File: src/rtl/branch_redirect_ctrl_pkg.sv
// ---------------------------------------------------------------------------
// branch_redirect_ctrl_pkg
//   Shared definitions for the EX-stage branch redirect controller:
//   FSM state encoding, default widths and the delay-slot nullify rule.
// ---------------------------------------------------------------------------
package branch_redirect_ctrl_pkg;

  // Default widths: PC/target address and performance counters.
  localparam int unsigned AW_DEFAULT = 32;
  localparam int unsigned CW_DEFAULT = 16;

  // FSM encoding. Kept as plain constants so legacy tools and waveform
  // viewers see stable numeric values.
  localparam logic [1:0] ST_IDLE     = 2'd0;
  localparam logic [1:0] ST_REDIRECT = 2'd1;
  localparam logic [1:0] ST_DRAIN    = 2'd2;

  // PA-RISC delay-slot nullification. A taken branch nullifies its delay slot
  // when it jumps forward. A not-taken branch nullifies it when the branch
  // would have gone backward. Equal addresses count as backward (fwd = 0).
  function automatic logic nullify_ds(input logic n_bit,
                                      input logic jump,
                                      input logic fwd);
    return n_bit & (jump ? fwd : ~fwd);
  endfunction

endpackage : branch_redirect_ctrl_pkg

File: src/rtl/branch_redirect_ctrl_sat_counter.sv
// ---------------------------------------------------------------------------
// sat_counter
//   CW-bit up-counter that saturates at all-ones and never wraps.
//   Ports:
//     clk    in   clock
//     clr_n  in   asynchronous active-low clear
//     inc    in   increment enable for this cycle
//     cnt    out  current count (registered)
// ---------------------------------------------------------------------------
module sat_counter #(
  parameter int unsigned CW = 16
) (
  input  logic          clk,
  input  logic          clr_n,
  input  logic          inc,
  output logic [CW-1:0] cnt
);

  logic [CW-1:0] cnt_d;
  logic [CW-1:0] cnt_q;

  always_comb begin
    cnt_d = cnt_q;
    if (inc && (cnt_q != '1)) begin
      cnt_d = cnt_q + CW'(1);
    end
  end

  // NOTE: flops use non-blocking (<=) so every register samples the
  // pre-edge values of its neighbours; blocking here would create order races.
  always_ff @(posedge clk or negedge clr_n) begin
    if (!clr_n) begin
      cnt_q <= '0;
    end else begin
      cnt_q <= cnt_d;
    end
  end

  assign cnt = cnt_q;

endmodule : sat_counter

File: src/rtl/branch_redirect_ctrl.sv
// ---------------------------------------------------------------------------
// branch_redirect_ctrl
//   Consumes the EX-stage jump decision. Registers each resolved branch and
//   drives the PC redirect to fetch over a valid/ready handshake. Flushes the
//   wrong-path fetch, computes delay-slot nullification and keeps saturating
//   branch/taken performance counters.
//   Ports:
//     clk, rst_n    clock, asynchronous active-low reset
//     ex_valid      EX holds a valid instruction
//     ex_branch     EX instruction is a branch
//     ex_jump       jump decision from the condition handler
//     ex_nullify    instruction N bit
//     ex_pc         PC of the branch
//     ex_target     resolved branch target
//     redir_ready   fetch accepts the redirect this cycle
//     redir_valid   redirect request to fetch
//     redir_pc      new fetch PC; stable while redir_valid is high
//     flush_if      squash the instruction currently in IF
//     null_ds       nullify the delay-slot instruction entering EX
//     stall_ex      hold EX while a redirect is pending
//     branch_cnt    branches resolved (saturating)
//     taken_cnt     branches taken (saturating)
//   Every output is a flop, so no input reaches an output combinationally.
// ---------------------------------------------------------------------------
module branch_redirect_ctrl
  import branch_redirect_ctrl_pkg::*;
#(
  parameter int unsigned AW = AW_DEFAULT,
  parameter int unsigned CW = CW_DEFAULT
) (
  input  logic          clk,
  input  logic          rst_n,
  input  logic          ex_valid,
  input  logic          ex_branch,
  input  logic          ex_jump,
  input  logic          ex_nullify,
  input  logic [AW-1:0] ex_pc,
  input  logic [AW-1:0] ex_target,
  input  logic          redir_ready,
  output logic          redir_valid,
  output logic [AW-1:0] redir_pc,
  output logic          flush_if,
  output logic          null_ds,
  output logic          stall_ex,
  output logic [CW-1:0] branch_cnt,
  output logic [CW-1:0] taken_cnt
);

  logic [1:0]    state_d,       state_q;
  logic          redir_valid_d, redir_valid_q;
  logic [AW-1:0] redir_pc_d,    redir_pc_q;
  logic          flush_if_d,    flush_if_q;
  logic          null_ds_d,     null_ds_q;
  logic          stall_ex_d,    stall_ex_q;

  logic accept;
  logic accept_taken;
  logic fwd;

  // Branches arriving while a redirect is in flight are ignored. EX is
  // stalled during REDIRECT, so nothing real is lost.
  assign accept       = ex_valid & ex_branch & (state_q == ST_IDLE);
  assign accept_taken = accept & ex_jump;
  assign fwd          = (ex_target > ex_pc);

  // FSM next state.
  // NOTE: every signal assigned in an always_comb gets a default first;
  // a path that leaves one unassigned infers a latch.
  always_comb begin
    state_d = state_q;
    unique case (state_q)
      ST_IDLE:     if (accept_taken) state_d = ST_REDIRECT;
      ST_REDIRECT: if (redir_valid_q && redir_ready) state_d = ST_DRAIN;
      ST_DRAIN:    state_d = ST_IDLE;
      default:     state_d = ST_IDLE;
    endcase
  end

  // Outputs are decoded from the next state and then registered, so they
  // line up with the state they describe. flush_if also covers DRAIN, which
  // squashes the last stale fetch issued before fetch took the new PC.
  always_comb begin
    redir_valid_d = (state_d == ST_REDIRECT);
    stall_ex_d    = (state_d == ST_REDIRECT);
    flush_if_d    = (state_d != ST_IDLE);
    null_ds_d     = accept & nullify_ds(ex_nullify, ex_jump, fwd);
    redir_pc_d    = accept_taken ? ex_target : redir_pc_q;
  end

  // NOTE: reset clears only control/state flops and the small output
  // registers. An async drop of rst_n kills a pending request at once.
  always_ff @(posedge clk or negedge rst_n) begin
    if (!rst_n) begin
      state_q       <= ST_IDLE;
      redir_valid_q <= 1'b0;
      redir_pc_q    <= '0;
      flush_if_q    <= 1'b0;
      null_ds_q     <= 1'b0;
      stall_ex_q    <= 1'b0;
    end else begin
      state_q       <= state_d;
      redir_valid_q <= redir_valid_d;
      redir_pc_q    <= redir_pc_d;
      flush_if_q    <= flush_if_d;
      null_ds_q     <= null_ds_d;
      stall_ex_q    <= stall_ex_d;
    end
  end

  assign redir_valid = redir_valid_q;
  assign redir_pc    = redir_pc_q;
  assign flush_if    = flush_if_q;
  assign null_ds     = null_ds_q;
  assign stall_ex    = stall_ex_q;

  sat_counter #(.CW(CW)) u_branch_cnt (
    .clk   (clk),
    .clr_n (rst_n),
    .inc   (accept),
    .cnt   (branch_cnt)
  );

  sat_counter #(.CW(CW)) u_taken_cnt (
    .clk   (clk),
    .clr_n (rst_n),
    .inc   (accept_taken),
    .cnt   (taken_cnt)
  );

  // Upstream guarantees EX never presents a branch during DRAIN.
  a_no_branch_in_drain : assert property (
    @(posedge clk) disable iff (!rst_n)
    !((state_q == ST_DRAIN) && ex_valid && ex_branch)
  );

endmodule : branch_redirect_ctrl
File: config.mk
export PLATFORM = sky130hd
export DESIGN_NAME = branch_redirect_ctrl
export DESIGN_NICKNAME = d
export VERILOG_FILES = /design/src/rtl/branch_redirect_ctrl_pkg.sv /design/src/rtl/branch_redirect_ctrl_sat_counter.sv /design/src/rtl/branch_redirect_ctrl.sv
export SDC_FILE = /design/constraint.sdc
export NUM_CORES = 1
export LEC_CHECK = 0
export CAP_MARGIN = 0
export CORE_MARGIN = 5
export CORE_UTILIZATION = 51
export CTS_BUF_LIST = sky130_fd_sc_hd__clkbuf_4 sky130_fd_sc_hd__clkbuf_8
export CTS_CLUSTER_SIZE = 25
export DETAILED_ROUTE_END_ITERATION = 10
export PLACE_DENSITY = 0.95
export SYNTH_ARGS = -nofsm -noshare
export SYNTH_HDL_FRONTEND = slang
export SYNTH_HIERARCHICAL = 1
export SYNTH_SLANG_ARGS = --single-unit
File: constraint.sdc
create_clock -name clk -period 3.55 [get_ports clk]
set_input_delay 0.355 -clock clk [delete_from_list [all_inputs] [get_ports clk]]
set_output_delay 0.355 -clock clk [all_outputs]
set_load 0.1 [all_outputs]
Word level (Yosys, flattened, before mapping) --
Index checks and enable logic that the tools add are counted.
Word-level totals: output and inout port bits 68, register bits 69, bits of input ports 71
Cells by class: add/sub/neg operators 2, reductions and logical operators 5, multiplexer cells 4, eq/ne operators 4, bitwise operators 6, $lt $le $gt $ge 1
Operators by type and width (count):
- 16-bit by 1-bit adder with 16-bit output, second input constant | 2
- 32-bit greater-than comparator | 1
- 16-bit != test, second input constant | 2
- 1-bit bitwise AND | 5
- 2-bit by 1-bit == test with 1-bit output, second input constant | 2
- 2-bit two-way mux | 2
- 2-bit one-hot mux with 2 select lines | 1
- 1-bit logical AND | 3
- 2-bit logical NOT | 1
- 2-bit nonzero test | 1
- 1-bit two-way mux | 1
- 1-bit inverter | 1

Longest topological paths before layout --
Gate-level depths: netlist (run 1).
depth in word-level cells 6, gate-level depth with buffers 9, mapped depth without buffers 8

Modules after synthesis --
Netlist (run 1), hierarchy kept.
By module, submodules not included:
- branch_redirect_ctrl | area an instance 2234.6 um^2, cells each 204, times used 1
- sat_counter | area an instance 859.6 um^2, cells each 72, times used 2

Least setup slack after synthesis (run 1) --
No wires, ideal clock.
kind register to register, start point reg u_branch_cnt.cnt_q[0], in the netlist u_branch_cnt/cnt[0], end point reg u_branch_cnt.cnt_q[14], in the netlist u_branch_cnt/cnt[14], clock period less this slack 2.199 ns, buffers on the path 0, cell stages (with the launch flop) 6, setup time 0.160 ns, slack 1.351 ns, arrival time 2.039 ns, cell sequence dfrtp_1 ha_1 nand2_1 nor4_4 nand4_1 xnor2_1
Between the ends: word-level cells in the longest chain between the ends 2, elaborated cells between the ends (all ways) 3, classes of those cells 1 x add/sub; 1 x eq/ne; 1 x reduce/logical
RTL lines:
- start, declared | line branch_redirect_ctrl_sat_counter.sv:20 | logic [CW-1:0] cnt_q;
- start signal, assigned | line branch_redirect_ctrl_sat_counter.sv:35 | cnt_q <= cnt_d;
- branches (longest 2 deep; another with 16-bit by 1-bit adder with 16-bit output)
Several ways; the timed one is not identified. A chain may end at the register's enable or synchronous reset.

Worst setup path after layout (run 1) --
start point reg u_branch_cnt.cnt_q[8], in the netlist u_branch_cnt/cnt[8], end point out branch_cnt[8]
RTL lines:
- end, declared | line branch_redirect_ctrl.sv:45 | output logic [CW-1:0] branch_cnt,
No word-level cell between the ends.

==> metrics.txt, run 1 <==
Post-CTS Setup Inserts=0; arrival time at the worst endpoint=2.01 ns; most frequent cells in the layout=clkdlybuf4s50_1 (137), dfrtp_1 (69), inv_1 (35); RSZ-0062 raised after global routing=no; GRT overflow=0; Setup WS post-layout=between 1 and 1.5 ns; Synth area leaders=dfrtp_1 (44%), ha_1 (11%), mux2_2 (7.4%), inv_1 (3.3%), nand4_1 (3.2%); WP data required=3.19 ns; final core utilization=0.739; status=complete, no violations; Die Area=~9600 sq um; total negative slack=0 ns; Initial Util=0.517; yosys synthesis warning count=6; total of max-cap violations=0; global-route usage over all layers=0.213; # DRC=0; DP Worst Slack=around 1.1 ns; leading area contributor after synthesis=dfrtp_1; fin crit share=0.665; syn_area_per_cell=around 11 sq um; Crit path buffers/inverters=1; crit-path max FO=8; core area=around 7600 sq um; syn_nets=between 400 and 500; Max Buffers Root-to-Sink=2; Power Density=around 840 nW/um^2; root buffer cell=clkbuf_8; diode count=0; number of buffers created by CTS=9; design area=5650 sq um; crit start category=register; Mapped Cells=348; Clk Latency, worst-skew pair=between 0.3 and 0.4 ns; Distinct cells, synth=between 40 and 50; io pins=roughly 140; Peak VDD IR=~0.70 mV; leakage power=~0.0025 uW; Hold-fix buffers, CTS=0; die width=approximately 100 um; Die Ht=~98 um; Setup Crit Path Kind=register to output port; antenna violations before repair=0; Post-DP Area=between 5000 and 6000 sq um; Yosys top cell area share=0.437; global-route wire length before repair=roughly 17 mm; #FFs+latches synth=69; sequential fraction of the synthesis area=0.437; Hold WC Path Type=primary input to async pin; Clock Skew=roughly 0.0083 ns; Post-Syn Area=~4000 sq um; Area growth syn-to-layout=43.0%; vias in the first global route=approximately 3400; final max-slew violation count=0; setup violators final=0; CTS tree=built; H-tree depth=3; GP Congestion=approximately 0.9; NumNets Final=~600; Fin. Hold Viols=0; leading cell type in the layout, fill and taps excluded=clkdlybuf4s50_1; placement row count=32; final WL=~10 mm; largest net degree at the start of global routing=45; HPWL Detailed=between 8 and 9 mm; IO Port Bufs=138; CP peak stage delay=~1.2 ns; WL/cell=around 17 um; drt pass-1 iters=4; Max Freq=424 MHz; crit path time final=around 2.4 ns; Slowest-stage cell, CP=clkdlybuf4s50_1; share of post-route cells with drive strength above 1=0.146; WHS=slightly below 0.009 ns; Via density=around 5.5; worst relative slew slack=0.305; clock slew at reported path FFs=roughly 0.08 ns; Resized cells post-CTS=0; crit-path cells=clkdlybuf4s50_1; Worst Tran Pin Value=just over 1 ns; Antenna Violating Nets Remaining=0; Vias=roughly 3300; crit-path leading delay family=buffers and inverters; type of element capturing the critical path=output port; Sink Count=69; initial drt markers=70
[registers in the layout, summed over array words and instances, names as in the netlist]
name              cells
redir_pc             32
u_branch_cnt/cnt     16
u_taken_cnt/cnt      16
state_q               2
flush_if              1
null_ds               1
stall_ex              1
[path summary, 6_finish.rpt]
path / cells past startpoint / slack (ns) / end / start
max: 1 / 1.19 / branch_cnt[8] / u_branch_cnt/cnt[8]
min: 1 / 0.009 / redir_pc[12] / rst_n
max reg2reg: 8 / 1.62 / u_taken_cnt/cnt[7] / state_q[1]
min reg2reg: 2 / 0.48 / redir_pc[0] / redir_pc[0]
max in group asynchronous: 2 / 2.55 / u_branch_cnt/cnt[15] / rst_n
min in group clk: 2 / 0.48 / redir_pc[0] / redir_pc[0]
[kinds of logic (layout without fill, tap and decap cells)]
kind of cell / Yosys count / count (layout) / share of synthesized area
AO/OA/AOI/OAI: 60 / 60 / 0.105
XOR/XNOR: 14 / 14 / 0.0310
multiplexers: 33 / 33 / 0.0940
AND/OR/NAND/NOR: 99 / 99 / 0.187
buffers and inverters: 39 / 192 / 0.0389
adder cells (fa/ha/maj): 34 / 34 / 0.108
flip-flops: 69 / 69 / 0.437
[where the power goes]
part	switching (uW)	internal (uW)	total, uW
clock	286	348	633
sequential	187	1030	1220
combinational	2210	706	2910
[cell usage after synthesis (all sizes together)]
library cell and number:
a211o 1, a211oi 1, a21oi 19, a221oi 2, a22oi 1, a31o 1
a31oi 7, a32oi 2, a41oi 1, and2 1, and3 5, and4 11
and4b 3, and4bb 1, buf 4, dfrtp 69, ha 34, inv 35
mux2 33, nand2 20, nand3 14, nand4 24, nor2 8, nor2b 1
nor3 4, nor3b 1, nor4 4, o211ai 3, o21a 10, o21ai 8
o22ai 1, o31ai 3, or2 2, xnor2 10, xor2 4
[layer usage]
metal  GRT usage  part of all wire  up-vias  wire [um]
li1            -                 -     1594          -
met1       0.244              0.39     1618       4080
met2       0.379              0.52      108       5350
met3      0.0450             0.053       23        542
met4      0.0948             0.034        0        352
met5           0                 0        -          0
[final cells by class]
type | count | area (sq um)
repair buffers | 141 | 1400
well taps | 102 | 128
inverters | 35 | 131
multi-input cells | 240 | 2070
fillers | 518 | 1990
clock buffers | 12 | 146
clock inverters | 4 | 48.8
flip-flops and latches | 69 | 1730
[per-stage QoR]
step                      instances  power [uW]
after floorplan                 348        3390
after global placement          587        4100
after detailed placement        587        4150
after CTS                       603        4790
after global routing            603        4940
final                           603        4770
(Power assumes the default switching activity.)
==> run 2: changes to the inputs <==
--- a/config.mk
+++ b/config.mk
@@ -7,11 +7,11 @@
 export LEC_CHECK = 0
 export CAP_MARGIN = 0
 export CORE_MARGIN = 5
-export CORE_UTILIZATION = 51
+export CORE_UTILIZATION = 47
 export CTS_BUF_LIST = sky130_fd_sc_hd__clkbuf_4 sky130_fd_sc_hd__clkbuf_8
 export CTS_CLUSTER_SIZE = 25
 export DETAILED_ROUTE_END_ITERATION = 10
-export PLACE_DENSITY = 0.95
+export PLACE_DENSITY = 0.93
 export SYNTH_ARGS = -nofsm -noshare
 export SYNTH_HDL_FRONTEND = slang
 export SYNTH_HIERARCHICAL = 1
==> constraint.sdc (replaced) <==
create_clock -name clk -period 2.22 [get_ports clk]
set_input_delay 0.222 -clock clk [delete_from_list [all_inputs] [get_ports clk]]
set_output_delay 0.222 -clock clk [all_outputs]
set_load 0.1 [all_outputs]
==> metrics.txt, run 2 (synthesis gave the netlist of run 1 again) <==
Worst Tran Pin Value=0.728 ns (-0.312 ns); most frequent cells in the layout=buf_4 (71), dfrtp_1 (69), clkdlybuf4s50_1 (69); Die Ht=102 um (+3.7%); cell count after placement=592 (+0.85%); crit start category=primary input; Vias=3366 (+0.69%); antenna violations before repair=0 (unchanged); Post-Layout Cell Count=609 (+1.0%); diode count=0 (unchanged); GP Congestion=0.871 (-1.0%); total negative slack=0 ns (unchanged); Clk Latency, worst-skew pair=0.33 ns (about the same); RSZ-0062 raised after global routing=no; status=complete, no violations; layout filler cell count=603 (+16%); setup violators final=0 (unchanged); Initial Util=0.481 (-0.0358); worst relative slew slack=0.515 (+0.210); Resized cells post-CTS=0 (unchanged); WP data required=2.43 ns (-0.76 ns); # DRC=0 (unchanged); crit-path max FO=3 (-5); crit path time final=around 2 ns; type of element capturing the critical path=register; Max Freq=a little over 500 MHz; Hold WC Path Type=primary input to async pin; Via density=5.53 (-0.30%); clock slew at reported path FFs=0.08 ns (about the same); total of max-cap violations=0 (unchanged); global-route wire length before repair=16.6 mm (-0.50%); Clock Skew=0.0129 ns (+0.00457 ns); Peak VDD IR=1.11 mV (+59%); io pins=139 (unchanged); Setup Crit Path Kind=primary input to register; fin crit share=0.893; CP peak stage delay=0.45 ns (-0.74 ns); vias in the first global route=3589 (+6.3%); global-route usage over all layers=0.201 (-0.0117); leakage power=0.00267 uW (+5.0%); Power Density=1370 nW/um^2 (+62%); final WL=10.3 mm (-0.57%); core area=8220 sq um (+7.4%); Slowest-stage cell, CP=clkdlybuf4s50_1; Max Buffers Root-to-Sink=2 (unchanged); final max-slew violation count=0 (unchanged); H-tree depth=3 (unchanged); leading cell type in the layout, fill and taps excluded=buf_4; Area growth syn-to-layout=40.6%; arrival time at the worst endpoint=2.19 ns (+0.18 ns); crit-path cells=clkdlybuf4s50_1 > inv_1 > ha_1 > and4_4 > and2_1 > a22oi_1 > a31oi_2 > nor3_1 > and4b_1; DP Worst Slack=-0.0818 ns (-1.19 ns); Largest register FFs=32 (unchanged); initial drt markers=80 (+14%); HPWL Detailed=8.20 mm (+0.90%); number of buffers created by CTS=9 (unchanged); Sink Count=69 (unchanged); IO Port Bufs=138 (unchanged); WL/cell=16.8 um (-1.6%); Fin. Hold Viols=0 (unchanged); CTS tree=built; GRT overflow=0 (unchanged); Antenna Violating Nets Remaining=0 (unchanged); largest net degree at the start of global routing=40 (-11%); NumNets Final=604 (+0.50%); placement row count=33 (+3.1%); Crit path buffers/inverters=2 (+1); crit-path leading delay family=simple AND/OR/NAND/NOR gates; drt pass-1 iters=6 (+2); WHS=0.486 ns (+0.477 ns); root buffer cell=clkbuf_8; Die Area=10300 sq um (+7.6%); Setup WS post-layout=0.238 ns (-0.952 ns); share of post-route cells with drive strength above 1=0.284 (+0.138); die width=102 um (+3.7%)
==> run 2: path summary, 6_finish.rpt <==
check | startpoint | end | slack, ns | cells past startpoint
worst max-delay path | ex_pc[11] | null_ds | 0.24 | 9
min in group clk | state_q[1] | stall_ex | 0.49 | 1
worst max register to register | state_q[1] | u_taken_cnt/cnt[15] | 0.45 | 7
worst min register to register | state_q[1] | stall_ex | 0.49 | 1
max in group asynchronous | rst_n | u_branch_cnt/cnt[6] | 1.06 | 3
worst min-delay path | rst_n | redir_pc[10] | 0.49 | 2
==> run 2: per-stage QoR <==
stage / power (uW) / util / cell area (sq um)
3_3_place_gp: 6430 / 0.649 / 5330
4_1_cts: 7660 / 0.677 / 5560
3_5_place_dp: 6520 / 0.649 / 5330
6_report: 7610 / 0.677 / 5560
2_1_floorplan: 5420 / - / 3950
5_1_grt: 7880 / 0.677 / 5560
==> run 2: metal layers <==
metal / global-route usage / wire (um) / vias up
met1: 0.230 / 4210 / 1659
li1: - / - / 1599
met3: 0.0351 / 519 / 12
met5: 0 / 0 / -
met2: 0.369 / 5340 / 96
met4: 0.0798 / 189 / 0
==> run 2: area by class of cell <==
type	instances	area, sq um	share of cell area
clock inverters	6	86.3	0.0155
multi-input cells	240	2070	0.373
repair buffers	144	1280	0.230
clock buffers	10	131	0.0236
inverters	35	131	0.0236
well taps	105	131	0.0236
flip-flops and latches	69	1730	0.311
==> run 2: power by group <==
part	switching, uW	leakage [uW]	internal (uW)
Sequential	310	0.000880	1650
Combinational	3510	0.00168	998
Clock	483	0.000110	646
==> run 2: repair_timing <==
item | 4_1_cts | 5_1_grt
endpoints found under the hold margin | 30 | 0
setup buffers | 0 | 0
hold buffers | 1 | 0
